**src/rtl/detect_event_logger.sv**
```systemverilog
// rtl/detect_event_logger.sv - timestamped detection logger with FWFT FIFO, hit counter, overflow and irq
module detect_event_logger #(
    parameter int TS_W       = 16,
    parameter int DEPTH      = 8,
    parameter int CNT_W      = 16,
    parameter int IRQ_THRESH = 4
) (
    input  logic                       clk,
    input  logic                       rst_n,
    input  logic                       detected,
    input  logic                       clear,
    input  logic                       rd_ready,
    output logic                       rd_valid,
    output logic [TS_W-1:0]            rd_data,
    output logic [$clog2(DEPTH):0]     fifo_level,
    output logic [CNT_W-1:0]           hit_count,
    output logic                       overflow,
    output logic                       irq
);
    localparam int PW = $clog2(DEPTH);
    localparam int LW = PW + 1;

    logic [TS_W-1:0] ts;
    logic [TS_W-1:0] mem [DEPTH];
    logic [PW-1:0]   wr_ptr;
    logic [PW-1:0]   rd_ptr;
    logic [LW-1:0]   level;
    logic [CNT_W-1:0] hits;
    logic            ovf;
    logic            empty;
    logic            full;
    logic            pop;
    logic            push;

    assign empty = (level == '0);
    assign full  = (level == LW'(DEPTH));
    // a pop on a full FIFO frees the slot the same-cycle push lands in
    assign pop   = !empty && rd_ready && !clear;
    assign push  = detected && !clear && (!full || pop);

    always_ff @(posedge clk or negedge rst_n) begin
        if (!rst_n) begin
            ts     <= '0;
            wr_ptr <= '0;
            rd_ptr <= '0;
            level  <= '0;
            hits   <= '0;
            ovf    <= 1'b0;
        end else begin
            ts <= ts + TS_W'(1);
            if (clear) begin
                wr_ptr <= '0;
                rd_ptr <= '0;
                level  <= '0;
                hits   <= '0;
                ovf    <= 1'b0;
            end else begin
                if (push)
                    wr_ptr <= wr_ptr + PW'(1);
                if (pop)
                    rd_ptr <= rd_ptr + PW'(1);
                if (push && !pop)
                    level <= level + LW'(1);
                else if (pop && !push)
                    level <= level - LW'(1);
                if (detected && (hits != '1))
                    hits <= hits + CNT_W'(1);
                if (detected && full && !pop)
                    ovf <= 1'b1;
            end
        end
    end

    always_ff @(posedge clk) begin
        if (push)
            mem[wr_ptr] <= ts;
    end

    assign rd_valid   = !empty;
    assign rd_data    = empty ? '0 : mem[rd_ptr];
    assign fifo_level = level;
    assign hit_count  = hits;
    assign overflow   = ovf;
    assign irq        = (level >= LW'(IRQ_THRESH)) || ovf;
endmodule
```
**config.mk**
```make
export PLATFORM = sky130hd
export DESIGN_NAME = detect_event_logger
export DESIGN_NICKNAME = d
export VERILOG_FILES = /design/src/rtl/detect_event_logger.sv
export SDC_FILE = /design/constraint.sdc
export NUM_CORES = 1
export LEC_CHECK = 0
export CAP_MARGIN = 20
export CORE_MARGIN = 4
export CORE_UTILIZATION = 45
export CTS_BUF_LIST = sky130_fd_sc_hd__clkbuf_8
export DETAILED_ROUTE_END_ITERATION = 8
export HOLD_SLACK_MARGIN = 0.15
export PLACE_DENSITY = 0.66
export SYNTH_ARGS = -nofsm -noshare
export SYNTH_HDL_FRONTEND = slang
export SYNTH_SLANG_ARGS = --single-unit
```
**constraint.sdc**
```tcl
create_clock -name clk -period 2.8 [get_ports clk]
set_clock_uncertainty 0.2 [all_clocks]
set_input_delay 0.42 -clock clk [delete_from_list [all_inputs] [get_ports clk]]
set_output_delay 0.42 -clock clk [all_outputs]
set_load 0.1 [all_outputs]
```
==> results of run 1 <==
-- kinds of logic after synthesis --
logic type	share of synthesized area [%]
flops	68.4
simple gates	9.35
mux	12.8
compound gates	4.23
buf+inv	1.62
xor+xnor	2.19
fa+ha+maj	1.32
-- cells in the mapped netlist (3+ instances only) --
cell	n	area share, %
nand2_1	19	0.99
edfxtp_1	128	53
xor2_1	9	1.1
mux4_2	32	10
ha_1	6	1.0
dfrtp_1	43	15
o31ai_1	3	0.31
or3_1	8	0.70
buf_2	6	0.42
a211oi_1	4	0.42
nor3_1	7	0.49
mux2i_1	18	2.5
clkbuf_1	9	0.47
o211ai_1	5	0.52
o41ai_1	4	0.49
nand4_1	8	0.70
inv_1	10	0.52
o21ai_0	6	0.42
nor2b_1	3	0.26
nor4_1	6	0.52
and3_1	3	0.26
a31oi_1	3	0.26
xnor2_1	9	1.1
nor2_1	37	1.9
a21oi_1	9	0.63
nand3_1	15	1.0
-- metal layers --
metal | share of wire (%) | vias to the layer above
met5 | 0 | -
met4 | 1.2 | 0
met3 | 3.5 | 14
met2 | 49 | 106
met1 | 46 | 2093
li1 | - | 1888
-- power breakdown --
group	switching [mW]	internal (mW)	leakage, nW
Clock	0.884	0.885	0.210
Sequential	0.0827	2.79	1.81
Combinational	2.39	1.35	1.10
Total	3.36	5.02	3.12
-- cell type report --
cell class	instances	area share [%]
Sequential cell	171	56.7
Multi-Input combinational cell	245	25.7
Timing Repair Buffer	68	9.31
Tap cell	211	3.04
Clock buffer	17	2.69
Clock inverter	15	1.99
Inverter	11	0.518
-- worst min-delay path by stage --
| stage | start | end | depth (start not counted) |
|---|---|---|---|
| finish | rst_n | hit_count[6] | 2 |
| global route | rst_n | hit_count[12] | 2 |
| CTS | rst_n | hit_count[6] | 2 |
| detailed placement | rst_n | hit_count[13] | 1 |
| global placement | rst_n | hit_count[12] | 1 |
| floorplan | rst_n | fifo_level[2] | 0 |
-- repair_timing --
action	in CTS	in global routing
endpoints found under the hold margin	43	0
setup endpoints to repair	0	4
hold buffers	1	0
gates resized for setup	0	9
buffers inserted	0	3
-- sequential cells by signal, summed over array words and instances, names as in the netlist --
| name | count |
|---|---|
| mem | 128 |
| hit_count | 16 |
| ts | 16 |
| fifo_level | 4 |
| rd_ptr | 3 |
| wr_ptr | 3 |
| overflow | 1 |
-- worst max-delay path, delay by kind of cell, from the launching register on --
kind	cells	cell delay, ns
simple gates	3	1.01
flops	1	0.50
compound gates	4	0.45
fa+ha+maj	1	0.28
buf+inv	1	0.17
-- metrics by stage --
stage	worst slack (ns)	power (mW)	std cells	hold WS, ns
global placement	0.136	6.55	702	0.181
finish	0.0631	8.38	738	0.243
detailed placement	-0.00978	6.59	702	0.190
global route	-0.0304	8.69	738	0.269
floorplan	-0.728	5.39	444	-0.0756
CTS	0.0265	8.36	735	0.230
==> results.ini, run 1 <==
[grt]
grt_antenna_before_repair = 0
grt_use_met1_pct = 22.3
grt_remaining_overflow = 0
grtUsageMet3_pct = 3.86
grt_util_all_layers_pct = 16.4
grt_pass1_vias = 4179
grt_max_degree = 33
grt.busiest_layer = met2
global_route.usage.met2_pct = 26.8
grt_pass1_wl_um = 22700

[sta]
slew_violations = 0
setup_violations = 0
tns_ns = 0
final_hold_viol_count = 0
layout_min_cycle_time_ns = 2.74
slew-limit-headroom_pct = 54.5
worst_pin_slew_ns = 0.677
post-route-period-util_pct = 97.7
fmax_mhz = 365

[yosys]
ys_ff_latch = 171
syn_nets = 456
synth_cell_types = 51
synthArstFlopShare_pct = 25.1
ys_warn_count = 0
synth_flop_cell = edfxtp_1
syn_inst = 444
synth_area_um2 = 7190
postSynthAreaPerCell_um2 = 16.2
ys_seq_area_share_pct = 68.4
synth-edff-count = 128

[setup_path]
cp_data_required_time_ns = 2.91
rr_endpoint = fifo_level[3]
r2r_cells = 9
path_cells = nor4_4 -> clkinvlp_4 -> o21ai_2 -> nand2_2 -> ha_4 -> a211oi_2 -> or4_4 -> a31oi_1 -> a21oi_1
critPathMaxFanout = 4
cp-end-kind = flip-flop
reg2reg_from = fifo_level[0]
cp-startpoint = fifo_level[0]
r2r_setup_slack_ns = 0.06
crit_end = fifo_level[3]
crit_arrival_ns = 2.84
cpPeakStageDelay_ns = 0.55
path_class = reg2reg
cpMaxStageDelayCell = or4_4
crit_path_start_kind = flip-flop

[cts]
worst_skew_pair.late_latency_ns = 0.44
cts-root-buf = clkbuf_8
htree_levels = 4
tritoncts = done
cts_made_buffers = 17
clk_transition_reported_paths_ns = 0.09
clock_path_buffers = 2
clock_sinks = 171

[floorplanning]
dieHeight_um = 134
dieWidth_um = 134
coreArea_um2 = 15400
start_util_pct = 46.6
row_count = 45
dieArea_um2 = 18100
io-pin-count = 44

[finish]
fin_util_pct = 56.4
nFillCells = 1251
syn_to_final_growth_pct = 21.0
final_cell_mix = 128 x edfxtp_1, 39 x buf_4, 38 x dfrtp_1, 32 x mux4_2, 24 x nor2_1
layout_commonest_cell = edfxtp_1
diodes = 0
nets = 526
final_area_um2 = 8690
drive_gt1_share_pct = 31.5
seqCellArea_um2 = 4930
multiInputGateArea_um2 = 2240

[place]
dp_hpwl_um = 8590
dpl_cell_area_um2 = 8210
io_buffers = 43
gp_congestion = 0.914

[detailed_routing]
drtPass1Iterations = 4
routed_wl_um = 14100
vias = 4101
drt_iter0_drc = 304
routed_via_density = 5.56
wire_per_inst_um = 19.1
drc_errors = 0
ant_nets = 0

[power_and_ir_drop]
power_density_nw_per_um2 = 964
power.static_leakage_nw = 3.12
vdd_drop_max_mv = 1.09

[flow_run]
drv_cap = 0

[min_path]
hold_class = in2async

[run_status]
status = complete, no violations

No activity file was read; power rests on OpenSTA's default activity.
==> run 2: changes to the inputs <==
--- a/config.mk
+++ b/config.mk
@@ -7,11 +7,11 @@
 export LEC_CHECK = 0
 export CAP_MARGIN = 20
 export CORE_MARGIN = 4
-export CORE_UTILIZATION = 45
+export CORE_UTILIZATION = 55
 export CTS_BUF_LIST = sky130_fd_sc_hd__clkbuf_8
 export DETAILED_ROUTE_END_ITERATION = 8
 export HOLD_SLACK_MARGIN = 0.15
-export PLACE_DENSITY = 0.66
+export PLACE_DENSITY = 0.86
 export SYNTH_ARGS = -nofsm -noshare
 export SYNTH_HDL_FRONTEND = slang
 export SYNTH_SLANG_ARGS = --single-unit
==> results.ini, run 2 (synthesized netlist as in run 1, its figures left out) <==
[detailed_routing]
drc_errors = 0
vias = 4177
routed_via_density = 5.93
drtPass1Iterations = 5
ant_nets = 0
wire_per_inst_um = 20.4
drt_iter0_drc = 304
routed_wl_um = 14400

[finish]
final_area_um2 = 8650
nets = 531
layout_commonest_cell = edfxtp_1
diodes = 0
largest_register_ffs = 128
drive_gt1_share_pct = 33.3
syn_to_final_growth_pct = 20.4
top_register = mem
nFillCells = 867
fin_util_pct = 68.0
final_cell_mix = 128 x edfxtp_1, 43 x buf_4, 38 x dfrtp_1, 32 x mux4_2

[power_and_ir_drop]
p_switching_mw = 3.38
vdd_drop_max_mv = 1.35
p_int_mw = 4.89
p_total_mw = 8.28
power_frac_comb_pct = 46.0
pwr-share-seq_pct = 35.0
power_density_nw_per_um2 = 956
clkPwrFrac_pct = 19.0
power.static_leakage_nw = 3.13
power.share.switching_pct = 40.9

[cts]
cts_made_buffers = 17
tritoncts = done
clk_transition_reported_paths_ns = 0.09
worst_skew_pair.late_latency_ns = 0.46
clock_path_buffers = 2
htree_levels = 4
clock_sinks = 171
cts-root-buf = clkbuf_8

[grt]
grt_pass1_vias = 4307
grt_max_degree = 33
grt_remaining_overflow = 0
grt_util_all_layers_pct = 21.0
grt_antenna_before_repair = 0
grt_pass1_wl_um = 23200

[floorplanning]
io-pin-count = 44
coreArea_um2 = 12700
start_util_pct = 56.5
dieArea_um2 = 15000
row_count = 41
dieWidth_um = 122
dieHeight_um = 122

[setup_path]
cp_data_required_time_ns = 2.98
path_class = reg2reg
reg2reg_from = fifo_level[0]
r2r_setup_slack_ns = 0.03
critPathMaxFanout = 4
cp-end-kind = flip-flop
crit_arrival_ns = 2.94
crit_path_start_kind = flip-flop
cp-startpoint = fifo_level[0]

[sta]
slew-limit-headroom_pct = 54.8
post-route-period-util_pct = 98.8
layout_min_cycle_time_ns = 2.77
grt_setup_unrepaired = yes
tns_ns = 0
setup_violations = 0
worst_hold_slack_ns = 0.298
fmax_mhz = 361
slew_violations = 0
final_hold_viol_count = 0
worst_pin_slew_ns = 0.673

[min_path]
hold_class = in2async

[place]
dp_hpwl_um = 8810
gp_congestion = 0.882
dpl_cell_area_um2 = 8160
io_buffers = 43

[run_status]
status = complete, no violations

[flow_run]
drv_cap = 0

## run 2: through the flow
stage,setup WS (ns),cells
floorplan,-0.728,444
global placement,0.131,663
detailed placement,0.0473,663
CTS,-0.0459,700
global route,-0.106,704
finish,0.0330,704
## run 2: final timing paths
check | to | cells past startpoint
worst min-delay path | fifo_level[3] | 2
worst max register to register | fifo_level[3] | 9
max in group asynchronous | ts[1] | 3
worst max-delay path | fifo_level[3] | 9
worst min register to register | overflow | 2
min in group clk | overflow | 2
## run 2: layout make-up
type                            count  area (um2)  share of cell area [%]
Tap cell                          172         215                    2.49
Timing Repair Buffer               73         860                    9.93
Clock buffer                       17         234                    2.70
Clock inverter                     15         129                    1.49
Inverter                           11        45.0                   0.520
Sequential cell                   171        4930                    57.0
Multi-Input combinational cell    245        2240                    25.9
## run 2: routing by layer
layer	vias up	part of all wire, %	track usage (%)
li1	1887	-	-
met1	2120	40	28.5
met2	150	52	34.4
met3	20	6.6	5.35
met4	0	1.0	5.39
met5	-	0	0
## run 2: critical path, stage by stage, from the launching register on
cell and delay, ns:
dfrtp_4 0.51, nor4_4 0.35, clkinvlp_4 0.18, o21ai_2 0.09
nand2_2 0.11, ha_4 0.29, a211oi_2 0.09, or4_4 0.55
a21o_1 0.17, a21oi_1 0.14
## run 2: timing repair
action,in CTS,in global routing
endpoints found under the hold margin,26,0
gates cloned,1,0
resized for setup,2,11
pin swaps,0,5
hold buffers,1,0
setup endpoints to repair,14,16
setup buffers,3,5
## run 2: power by group through the flow
stage | combinational [mW] | clock [mW] | sequential [mW]
2_1_floorplan | 2.28 | 0 | 3.11
3_3_place_gp | 3.57 | 0 | 2.94
3_5_place_dp | 3.62 | 0 | 2.96
4_1_cts | 3.75 | 1.61 | 2.89
5_1_grt | 3.98 | 1.72 | 2.90
6_report | 3.81 | 1.58 | 2.89
